==> src/rtl/lsu_pkg.sv <==
// Shared widths, request size encodings and FSM state type for the load/store controller.
package lsu_pkg;

  localparam int ADDR_W = 16;
  localparam int DATA_W = 32;

  localparam logic [1:0] SZ_BYTE = 2'd0;
  localparam logic [1:0] SZ_HALF = 2'd1;
  localparam logic [1:0] SZ_WORD = 2'd2;
  localparam logic [1:0] SZ_ILL  = 2'd3;

  typedef enum logic [2:0] {
    IDLE,
    ACC1,
    ACC2,
    CAP,
    RESP
  } state_t;

  // True when an access of the given size at the given byte offset spills into the next word.
  function automatic logic crosses(input logic [1:0] size, input logic [1:0] off);
    case (size)
      SZ_HALF: crosses = (off == 2'd3);
      SZ_WORD: crosses = (off != 2'd0);
      default: crosses = 1'b0;
    endcase
  endfunction

endpackage

==> src/rtl/lsu_mem_ctrl_if.sv <==
// Request/response bus from the memory stage plus the SRAM port, bundled for the controller.
interface lsu_mem_ctrl_if;
  import lsu_pkg::*;

  logic              req_valid;
  logic              req_ready;
  logic              req_we;
  logic [1:0]        req_size;
  logic              req_unsigned;
  logic [ADDR_W-1:0] req_addr;
  logic [DATA_W-1:0] req_wdata;

  logic              rsp_valid;
  logic [DATA_W-1:0] rsp_rdata;
  logic              rsp_err;

  logic [3:0]        mem_w_en;
  logic [ADDR_W-1:0] mem_addr;
  logic [DATA_W-1:0] mem_wdata;
  logic [DATA_W-1:0] mem_rdata;

  // Controller side
  modport slave (
    input  req_valid, req_we, req_size, req_unsigned, req_addr, req_wdata, mem_rdata,
    output req_ready, rsp_valid, rsp_rdata, rsp_err, mem_w_en, mem_addr, mem_wdata
  );

  // Pipeline + SRAM side
  modport master (
    output req_valid, req_we, req_size, req_unsigned, req_addr, req_wdata, mem_rdata,
    input  req_ready, rsp_valid, rsp_rdata, rsp_err, mem_w_en, mem_addr, mem_wdata
  );

endinterface

==> src/rtl/lsu_align.sv <==
// Combinational lane steering: store data/strobe shift into two words, and load extract/extend.
module lsu_align
  import lsu_pkg::*;
(
  input  logic [1:0]        st_size,
  input  logic [1:0]        st_off,
  input  logic [DATA_W-1:0] st_data,
  output logic [DATA_W-1:0] st_lo,
  output logic [DATA_W-1:0] st_hi,
  output logic [3:0]        st_strb_lo,
  output logic [3:0]        st_strb_hi,

  input  logic [1:0]        ld_size,
  input  logic [1:0]        ld_off,
  input  logic              ld_unsigned,
  input  logic [DATA_W-1:0] ld_lo,
  input  logic [DATA_W-1:0] ld_hi,
  output logic [DATA_W-1:0] ld_data
);

  logic [DATA_W-1:0]   st_masked;
  logic [3:0]          strb_base;
  logic [2*DATA_W-1:0] st_wide;
  logic [7:0]          strb_wide;
  logic [DATA_W-1:0]   ld_sh;
  logic                sign;

  always_comb begin
    st_masked = st_data;
    strb_base = 4'b1111;
    case (st_size)
      SZ_BYTE: begin
        st_masked = {24'h0, st_data[7:0]};
        strb_base = 4'b0001;
      end
      SZ_HALF: begin
        st_masked = {16'h0, st_data[15:0]};
        strb_base = 4'b0011;
      end
      default: ;
    endcase
    st_wide    = {32'h0, st_masked} << {st_off, 3'b000};
    strb_wide  = {4'h0, strb_base} << st_off;
    st_lo      = st_wide[DATA_W-1:0];
    st_hi      = st_wide[2*DATA_W-1:DATA_W];
    st_strb_lo = strb_wide[3:0];
    st_strb_hi = strb_wide[7:4];
  end

  always_comb begin
    ld_sh   = 32'({ld_hi, ld_lo} >> {ld_off, 3'b000});
    sign    = 1'b0;
    ld_data = ld_sh;
    case (ld_size)
      SZ_BYTE: begin
        sign    = ~ld_unsigned & ld_sh[7];
        ld_data = {{24{sign}}, ld_sh[7:0]};
      end
      SZ_HALF: begin
        sign    = ~ld_unsigned & ld_sh[15];
        ld_data = {{16{sign}}, ld_sh[15:0]};
      end
      default: ;
    endcase
  end

endmodule

==> src/rtl/lsu_mem_ctrl.sv <==
// Load/store controller: one request at a time into word-aligned SRAM accesses.
// Define LSU_MISALIGN_SPLIT_EN to split word-crossing accesses in two; otherwise they are rejected.
module lsu_mem_ctrl
  import lsu_pkg::*;
(
  input  logic           clk,
  input  logic           rst_n,
  lsu_mem_ctrl_if.slave  bus
);

`ifdef LSU_MISALIGN_SPLIT_EN
  localparam logic SPLIT_EN = 1'b1;
`else
  localparam logic SPLIT_EN = 1'b0;
`endif

  state_t state, state_nx;

  logic              accept;
  logic              req_cross;
  logic              req_bad;

  logic              we_q;
  logic              uns_q;
  logic              cross_q;
  logic              err_q;
  logic [1:0]        size_q;
  logic [1:0]        off_q;
  logic [DATA_W-1:0] wd_hi_q;
  logic [3:0]        strb_hi_q;
  logic [DATA_W-1:0] data1_q;
  logic [DATA_W-1:0] rdata_q;

  logic [3:0]        w_en_q;
  logic [ADDR_W-1:0] mem_addr_q;
  logic [DATA_W-1:0] mem_wdata_q;

  logic [DATA_W-1:0] st_lo, st_hi;
  logic [3:0]        st_strb_lo, st_strb_hi;
  logic [DATA_W-1:0] ld_lo, ld_hi, ld_data;

  assign accept    = bus.req_valid && (state == IDLE);
  assign req_cross = crosses(bus.req_size, bus.req_addr[1:0]);
  assign req_bad   = (bus.req_size == SZ_ILL) || (req_cross && !SPLIT_EN);

  // On a crossing load the word captured in ACC2 is the low half of the pair.
  assign ld_lo = cross_q ? data1_q : bus.mem_rdata;
  assign ld_hi = cross_q ? bus.mem_rdata : '0;

  lsu_align u_align (
    .st_size     (bus.req_size),
    .st_off      (bus.req_addr[1:0]),
    .st_data     (bus.req_wdata),
    .st_lo       (st_lo),
    .st_hi       (st_hi),
    .st_strb_lo  (st_strb_lo),
    .st_strb_hi  (st_strb_hi),
    .ld_size     (size_q),
    .ld_off      (off_q),
    .ld_unsigned (uns_q),
    .ld_lo       (ld_lo),
    .ld_hi       (ld_hi),
    .ld_data     (ld_data)
  );

  always_ff @(posedge clk or negedge rst_n) begin
    if (!rst_n) state <= IDLE;
    else        state <= state_nx;
  end

  always_comb begin
    state_nx = state;
    case (state)
      IDLE: if (accept) state_nx = req_bad ? RESP : ACC1;
      ACC1: begin
        if (cross_q)   state_nx = ACC2;
        else if (we_q) state_nx = RESP;
        else           state_nx = CAP;
      end
      ACC2:    state_nx = we_q ? RESP : CAP;
      CAP:     state_nx = RESP;
      RESP:    state_nx = IDLE;
      default: state_nx = IDLE;
    endcase
  end

  // SRAM port is registered so each access state sees its address/strobes for the whole cycle.
  always_ff @(posedge clk or negedge rst_n) begin
    if (!rst_n) begin
      we_q        <= 1'b0;
      uns_q       <= 1'b0;
      cross_q     <= 1'b0;
      err_q       <= 1'b0;
      size_q      <= SZ_BYTE;
      off_q       <= 2'd0;
      wd_hi_q     <= '0;
      strb_hi_q   <= '0;
      data1_q     <= '0;
      rdata_q     <= '0;
      w_en_q      <= '0;
      mem_addr_q  <= '0;
      mem_wdata_q <= '0;
    end else begin
      w_en_q <= '0;
      case (state)
        IDLE: begin
          if (accept) begin
            we_q    <= bus.req_we;
            uns_q   <= bus.req_unsigned;
            cross_q <= req_cross;
            size_q  <= bus.req_size;
            off_q   <= bus.req_addr[1:0];
            err_q   <= req_bad;
            rdata_q <= '0;
            if (!req_bad) begin
              mem_addr_q <= {bus.req_addr[ADDR_W-1:2], 2'b00};
              if (bus.req_we) begin
                mem_wdata_q <= st_lo;
                w_en_q      <= st_strb_lo;
                wd_hi_q     <= st_hi;
                strb_hi_q   <= st_strb_hi;
              end
            end
          end
        end
        ACC1: begin
          if (cross_q) begin
            mem_addr_q <= mem_addr_q + ADDR_W'(4);
            if (we_q) begin
              mem_wdata_q <= wd_hi_q;
              w_en_q      <= strb_hi_q;
            end
          end
        end
        ACC2: if (!we_q) data1_q <= bus.mem_rdata;
        CAP:  rdata_q <= ld_data;
        default: ;
      endcase
    end
  end

  assign bus.req_ready = (state == IDLE);
  assign bus.rsp_valid = (state == RESP);
  assign bus.rsp_err   = err_q && (state == RESP);
  assign bus.rsp_rdata = (state == RESP) ? rdata_q : '0;
  assign bus.mem_w_en  = w_en_q;
  assign bus.mem_addr  = mem_addr_q;
  assign bus.mem_wdata = mem_wdata_q;

endmodule

==> src/flat_wrapper.sv <==
// flat-port wrapper written by rule: the top's interface ports become plain ports
module lsu_mem_ctrl_flat import lsu_pkg::*;
  (clk, rst_n, bus_req_valid, bus_req_we, bus_req_size, bus_req_unsigned, bus_req_addr, bus_req_wdata, bus_mem_rdata, bus_req_ready, bus_rsp_valid, bus_rsp_rdata, bus_rsp_err, bus_mem_w_en, bus_mem_addr, bus_mem_wdata);
  lsu_mem_ctrl_if bus_i ();
  input  logic clk;
  input  logic rst_n;
  input wire logic [$bits(bus_i.req_valid)-1:0] bus_req_valid;
  input wire logic [$bits(bus_i.req_we)-1:0] bus_req_we;
  input wire logic [$bits(bus_i.req_size)-1:0] bus_req_size;
  input wire logic [$bits(bus_i.req_unsigned)-1:0] bus_req_unsigned;
  input wire logic [$bits(bus_i.req_addr)-1:0] bus_req_addr;
  input wire logic [$bits(bus_i.req_wdata)-1:0] bus_req_wdata;
  input wire logic [$bits(bus_i.mem_rdata)-1:0] bus_mem_rdata;
  output wire logic [$bits(bus_i.req_ready)-1:0] bus_req_ready;
  output wire logic [$bits(bus_i.rsp_valid)-1:0] bus_rsp_valid;
  output wire logic [$bits(bus_i.rsp_rdata)-1:0] bus_rsp_rdata;
  output wire logic [$bits(bus_i.rsp_err)-1:0] bus_rsp_err;
  output wire logic [$bits(bus_i.mem_w_en)-1:0] bus_mem_w_en;
  output wire logic [$bits(bus_i.mem_addr)-1:0] bus_mem_addr;
  output wire logic [$bits(bus_i.mem_wdata)-1:0] bus_mem_wdata;
  assign bus_i.req_valid = bus_req_valid;
  assign bus_i.req_we = bus_req_we;
  assign bus_i.req_size = bus_req_size;
  assign bus_i.req_unsigned = bus_req_unsigned;
  assign bus_i.req_addr = bus_req_addr;
  assign bus_i.req_wdata = bus_req_wdata;
  assign bus_i.mem_rdata = bus_mem_rdata;
  assign bus_req_ready = bus_i.req_ready;
  assign bus_rsp_valid = bus_i.rsp_valid;
  assign bus_rsp_rdata = bus_i.rsp_rdata;
  assign bus_rsp_err = bus_i.rsp_err;
  assign bus_mem_w_en = bus_i.mem_w_en;
  assign bus_mem_addr = bus_i.mem_addr;
  assign bus_mem_wdata = bus_i.mem_wdata;
  lsu_mem_ctrl u_core (.clk(clk), .rst_n(rst_n), .bus(bus_i));
endmodule
==> config.mk <==
export PLATFORM = sky130hd
export DESIGN_NAME = lsu_mem_ctrl_flat
export DESIGN_NICKNAME = d
export VERILOG_FILES = /design/src/rtl/lsu_pkg.sv /design/src/rtl/lsu_mem_ctrl_if.sv /design/src/rtl/lsu_align.sv /design/src/rtl/lsu_mem_ctrl.sv /design/src/flat_wrapper.sv
export SDC_FILE = /design/constraint.sdc
export NUM_CORES = 1
export LEC_CHECK = 0
export ABC_CLOCK_PERIOD_IN_PS = 2000
export CAP_MARGIN = 20
export CORE_MARGIN = 2
export CORE_UTILIZATION = 40
export CTS_CLUSTER_DIAMETER = 120
export DETAILED_ROUTE_END_ITERATION = 6
export PLACE_DENSITY = 0.67
export SETUP_SLACK_MARGIN = 0.3
export SYNTH_ARGS = -nofsm -noshare
export SYNTH_HDL_FRONTEND = slang
export SYNTH_SLANG_ARGS = --single-unit
export TNS_END_PERCENT = 20
==> constraint.sdc <==
create_clock -name clk -period 2 [get_ports clk]
set_input_delay 0.4 -clock clk [delete_from_list [all_inputs] [get_ports clk]]
set_output_delay 0.4 -clock clk [all_outputs]
set_load 0.1 [all_outputs]
[After elaboration in Yosys (flattened, before gate mapping)]
Index checks and enable logic that the tools add are counted.
Cells by class
  order comparisons: 0
  div/mod/pow operators: 0
  mux-type cells: 30
  multiply operators: 0
  shift operators: 3
  bitwise logic cells: 5
  equality and inequality tests: 14
  add/sub/neg operators: 1
  reduce and logical (&&, ||, !) cells: 15
Operator list (number)
  $mux W32: 9
  $pmux W32 S2: 4
  $shl A32 B5 Y64: 1
  $shr A64 B5 Y32: 1
  $mux W16: 3
  $pmux W16 S2: 1
  $mux W4: 5
  $add A16 B3 Y16 const B: 1
  $pmux W4 S2: 2
  $mux W3: 4
  $pmux W3 S4: 1
  $reduce_and A4 Y1: 2
  $shl A4 B2 Y8: 1
  $eq A2 B2 Y1 const B: 3
  $eq A3 B2 Y1 const B: 2
  $ne A2 B1 Y1 const B: 3
  $reduce_and A2 Y1: 3
  $reduce_and A6 Y1: 1
  $reduce_bool A2 Y1: 3
  $eq A2 B1 Y1 const B: 2
  $logic_not A2 Y1: 2
  $ne A2 B2 Y1 const B: 2
  $eq A3 B1 Y1 const B: 1
  $eq A3 B3 Y1 const B: 1
  other kinds (6): 10
Word-level totals
  output and inout bits: 87
  bits in writable memories: 0
  memory bits (read-only): 0
  input port bits: 87
  flip-flop bits (word level): 163
  word-level logic and storage cells: 82
  bits in latches: 0
  memories kept: 0

[Longest topological paths before layout]
  word-level depth: 7
  depth in mapped cells: 10
  gate-level depth less buffers: 7

[Cells and area by module]
From an unflattened synthesis, not the netlist that was laid out.
Unflattened totals
  cell total of the unflattened synthesis: 934
  area total of the unflattened synthesis: 9987.1 sq um
By module, submodules not included
  lsu_mem_ctrl: times used 1, seq. area each 4028.9 sq um, cells each 686, area each 7953.9 sq um
  lsu_align: times used 1, seq. area each 0.0 sq um, cells each 248, area each 2033.2 sq um

[Worst setup path after synthesis]
Ideal clock, no wire load.
  path kind: reg-to-output
  from: register u_core.state[0]
  to: output bus_rsp_rdata[22]
  path slack: -1.371 ns
  data required time: 1.600 ns
  stages on the path, launching flop included: 6
  path buffers: 3
  data arrival time: 2.971 ns
  cell sequence: dfrtp_1 -> buf_2 -> clkbuf_1 -> nor3b_1 -> clkbuf_1 -> and2_1
On the way
  word-level cells in the longest chain between the ends: 2
RTL lines
  start: declaration: RTL line lsu_mem_ctrl.sv:17  | state_t state, state_nx;
  start signal: assignment: RTL line lsu_mem_ctrl.sv:68  | else state <= state_nx;
  $eq A3 B3 Y1
  named net bus_rsp_valid: RTL line flat_wrapper.sv:15  | output wire logic [$bits(bus_i.rsp_valid)-1:0] bus_rsp_valid;
  $mux W32: RTL line lsu_mem_ctrl.sv:145  | assign bus.rsp_rdata = (state == RESP) ? rdata_q : '0;
  end: declaration: RTL line flat_wrapper.sv:16  | output wire logic [$bits(bus_i.rsp_rdata)-1:0] bus_rsp_rdata;
The timed path passes the listed nets, and every way through them passes these cells.

[Final worst setup path]
  from: register u_core.state[1]
  to: output bus_rsp_rdata[22]
On the way
  word-level cells in the longest chain between the ends: 2
RTL lines (RTL line)
  $eq A3 B3 Y1: lsu_mem_ctrl.sv:145
  $mux W32: lsu_mem_ctrl.sv:145
No other way between the ends.

==> flow_summary.toml <==
[job]
max_cap_viol_count = 0

[routing]
ant_nets = 0
routed_wirelength_um = 28700
vias_per_cell = 5.79
detail_route.wl_per_cell_um = 19.7
dr_total_vias = 8440
drtPass1Iterations = 5
route.detailed.drc = 0
drt_iter0_drc = 574

[sta]
layout_min_cycle_time_ps = 2200
maxSlewViolCount = 0
setup_tns_ps = -7460
fin_skew_ps = 16.9
hold_violations = 0
max_freq_mhz = 454
rsz0062_at_grt = "true"
worst_pin_slew_ps = 522
worst_slack_ps = -203
max_slew_margin = 0.652
setup_violations = 66
period_share = 1.10

[critical_path]
crit_type = "flop to output pin"
r2r_start = "u_core.state[1]"
start_kind = "flop"
r2r_slack_ps = -120
crit_end = "bus_rsp_rdata[22]"
r2r_end = "u_core.strb_hi_q[2]"
cp-startpoint = "u_core.state[1]"
worstPathRequired_ps = 1600
setup.worst_path.end_class = "output pin"
reg2regPathDepth = 7
cp.arrival_ps = 1800
crit_fanout = 9

[place]
place.gp.congestion = 0.877
pre_cts_slack_ps = -686
io_buffers = 171
place_hpwl_um = 19100
placed_area_um2 = 11800
place_inst = 1395

[floorplan]
die_area_um2 = 23400
core_area_um2 = 21800
io_pins = 174
start_util = 0.406
row_count = 54
die_h_um = 153
die_w_um = 153

[pwr]
p_leak_nw = 5.78
p_total_w = 0.0212
peakVddDrop_mv = 1.21
p_per_area_nw_per_um2 = 1600

[grt]
grt_overflow_total = 0
grt_max_degree = 45
antenna_found_initial = 1
grt_pass1_wl_um = 45800
grt_pass1_vias = 8406
grt.total_usage = 0.243

[cells_and_area]
multi_input_area_um2 = 5180
fin_area_um2 = 13200
ff_latch_area_um2 = 3820
synthToLayoutAreaGrowth_pct = 49.3
nFillCells = 1765
final_cells = 1457
drive_gt1_frac = 0.379
layout_commonest_cell = "dfrtp_1"
final_cell_mix = "dfrtp_1, buf_4, clkdlybuf4s50_1"
nets = 1256

[synth]
ys_seq_area_frac = 0.429
synth_edf_count = 0
synth_seq_cells = 152
netlist_instances = 928
yosysWarnings = 0
syn_area_um2 = 8870
async_flop_share = 1.00
syn_area_per_cell_um2 = 9.56
ys_types = 55
ys.flop_type = "dfrtp_1"

[cts]
cts_num_sinks = 152
cts_tree = "done"
path_clk_slew_ps = 70
cts.path.max_buffers = 2
cts_max_level = 4
cts_made_buffers = 17
cts-root-buf = "clkbuf_16"
clk_latency_ps = 430

[outcome]
violations = "setup timing"
outcome = "finished, violations left"

[min_path]
hold_path_class = "input pin to async pin"
## report_power, final
| group | leakage, nW | internal, W | switching, W | total [W] |
|---|---|---|---|---|
| registers | 1.95 | 0.00439 | 0.00116 | 0.00555 |
| clock network | 0.285 | 0.00177 | 0.00148 | 0.00325 |
| logic | 3.54 | 0.00472 | 0.00771 | 0.0124 |
## state kept, by name (all words and copies together), names as in the netlist
name,cells
u_core.err_q,1
u_core.we_q,1
u_core.bus.mem_w_en,4
u_core.state,3
u_core.size_q,2
u_core.cross_q,1
u_core.bus.mem_addr,14
u_core.strb_hi_q,3
u_core.uns_q,1
u_core.off_q,2
u_core.rdata_q,32
u_core.bus.mem_wdata,32
u_core.wd_hi_q,24
u_core.data1_q,32
## metrics by stage
stage,utilization,hold WS [ps]
floorplan,-,104
global placement,0.542,364
detailed placement,0.542,371
CTS,0.601,467
global route,0.607,493
finish,0.607,482
## layout make-up
cell class,count,area share
well taps,280,0.0265
flip-flops and latches,152,0.288
repair buffers,295,0.247
multi-input cells,687,0.391
inverters,10,0.00283
clock inverters,15,0.0121
diodes,1,0.000189
clock buffers,17,0.0321
## metal layers
metal  vias to the layer above  part of all wire  global-route usage
li1                       3894                 -                   -
met1                      4166              0.43               0.328
met2                       335              0.48               0.392
met3                        45             0.069              0.0578
met4                         0             0.021              0.0675
met5                         -                 0                   0
## cell usage after synthesis (all sizes together) (2+ instances only)
| cell type | count | share of area |
|---|---|---|
| a21o | 2 | 0.0017 |
| o31ai | 8 | 0.010 |
| or2 | 2 | 0.0014 |
| a211oi | 7 | 0.0059 |
| and3 | 8 | 0.0056 |
| clkbuf | 51 | 0.022 |
| buf | 32 | 0.019 |
| o22a | 2 | 0.0020 |
| o21a | 3 | 0.0025 |
| and2 | 35 | 0.025 |
| a32oi | 4 | 0.0040 |
| inv | 10 | 0.0042 |
| ha | 6 | 0.0085 |
| mux4 | 8 | 0.020 |
| a32o | 6 | 0.0068 |
| nand2 | 94 | 0.040 |
| nor2b | 6 | 0.0042 |
| nor2 | 41 | 0.017 |
| nand3 | 36 | 0.020 |
| mux2i | 64 | 0.072 |
| o211ai | 3 | 0.0025 |
| o22ai | 8 | 0.0056 |
| and4 | 3 | 0.0030 |
| o32ai | 2 | 0.0020 |
| a2bb2oi | 3 | 0.0030 |
| mux2 | 52 | 0.066 |
| nand2b | 10 | 0.0071 |
| a22o | 17 | 0.017 |
| a221o | 2 | 0.0023 |
| nand3b | 2 | 0.0017 |
| o2bb2ai | 6 | 0.0059 |
| nand4 | 5 | 0.0035 |
| o21ai | 108 | 0.061 |
| a211o | 6 | 0.0059 |
| a21oi | 44 | 0.025 |
| dfrtp | 152 | 0.43 |
| or3 | 8 | 0.0056 |
| nor3 | 14 | 0.0079 |
| nor4 | 3 | 0.0021 |
| a31oi | 7 | 0.0066 |
| a221oi | 13 | 0.013 |
| nor3b | 6 | 0.0051 |
| a22oi | 24 | 0.020 |
## worst min-delay path by stage
stage,endpoint,from,slack [ps],cells after the start
3_5_place_dp,u_core.data1_q[5],rst_n,370,1
5_1_grt,u_core.bus.mem_wdata[0],bus_req_addr[1],490,4
4_1_cts,u_core.bus.mem_wdata[0],bus_req_addr[1],470,4
3_3_place_gp,u_core.data1_q[5],rst_n,360,1
6_report,u_core.data1_q[21],rst_n,480,2
2_1_floorplan,u_core.bus.mem_addr[10],rst_n,100,0
## logic make-up (layout without fill, tap and decap cells)
kind of cell	Yosys count	after routing	share of synthesized area
fa+ha+maj	6	6	0.00847
flops	152	152	0.429
buf+inv	93	337	0.0453
mux	124	124	0.159
other cells	1	3	0.000423
compound gates	278	278	0.206
simple gates	274	277	0.152
## critical path, stage by stage (launching register included)
cell	delay (ps)
dfrtp_1	390
buf_6	130
nor3b_4	230
buf_6	170
buf_16	130
and2_4	160
buf_12	170
## repair_timing
item                       in CTS  in global routing
setup buffers                  19                  1
pin swaps                      76                 16
gates resized for setup       154                 42
setup endpoints to repair     172                179
hold buffers                    1                  0
cloned                          8                  0
hold endpoints to repair       40                  0
Note: power is estimated with default switching activity, not from simulation.
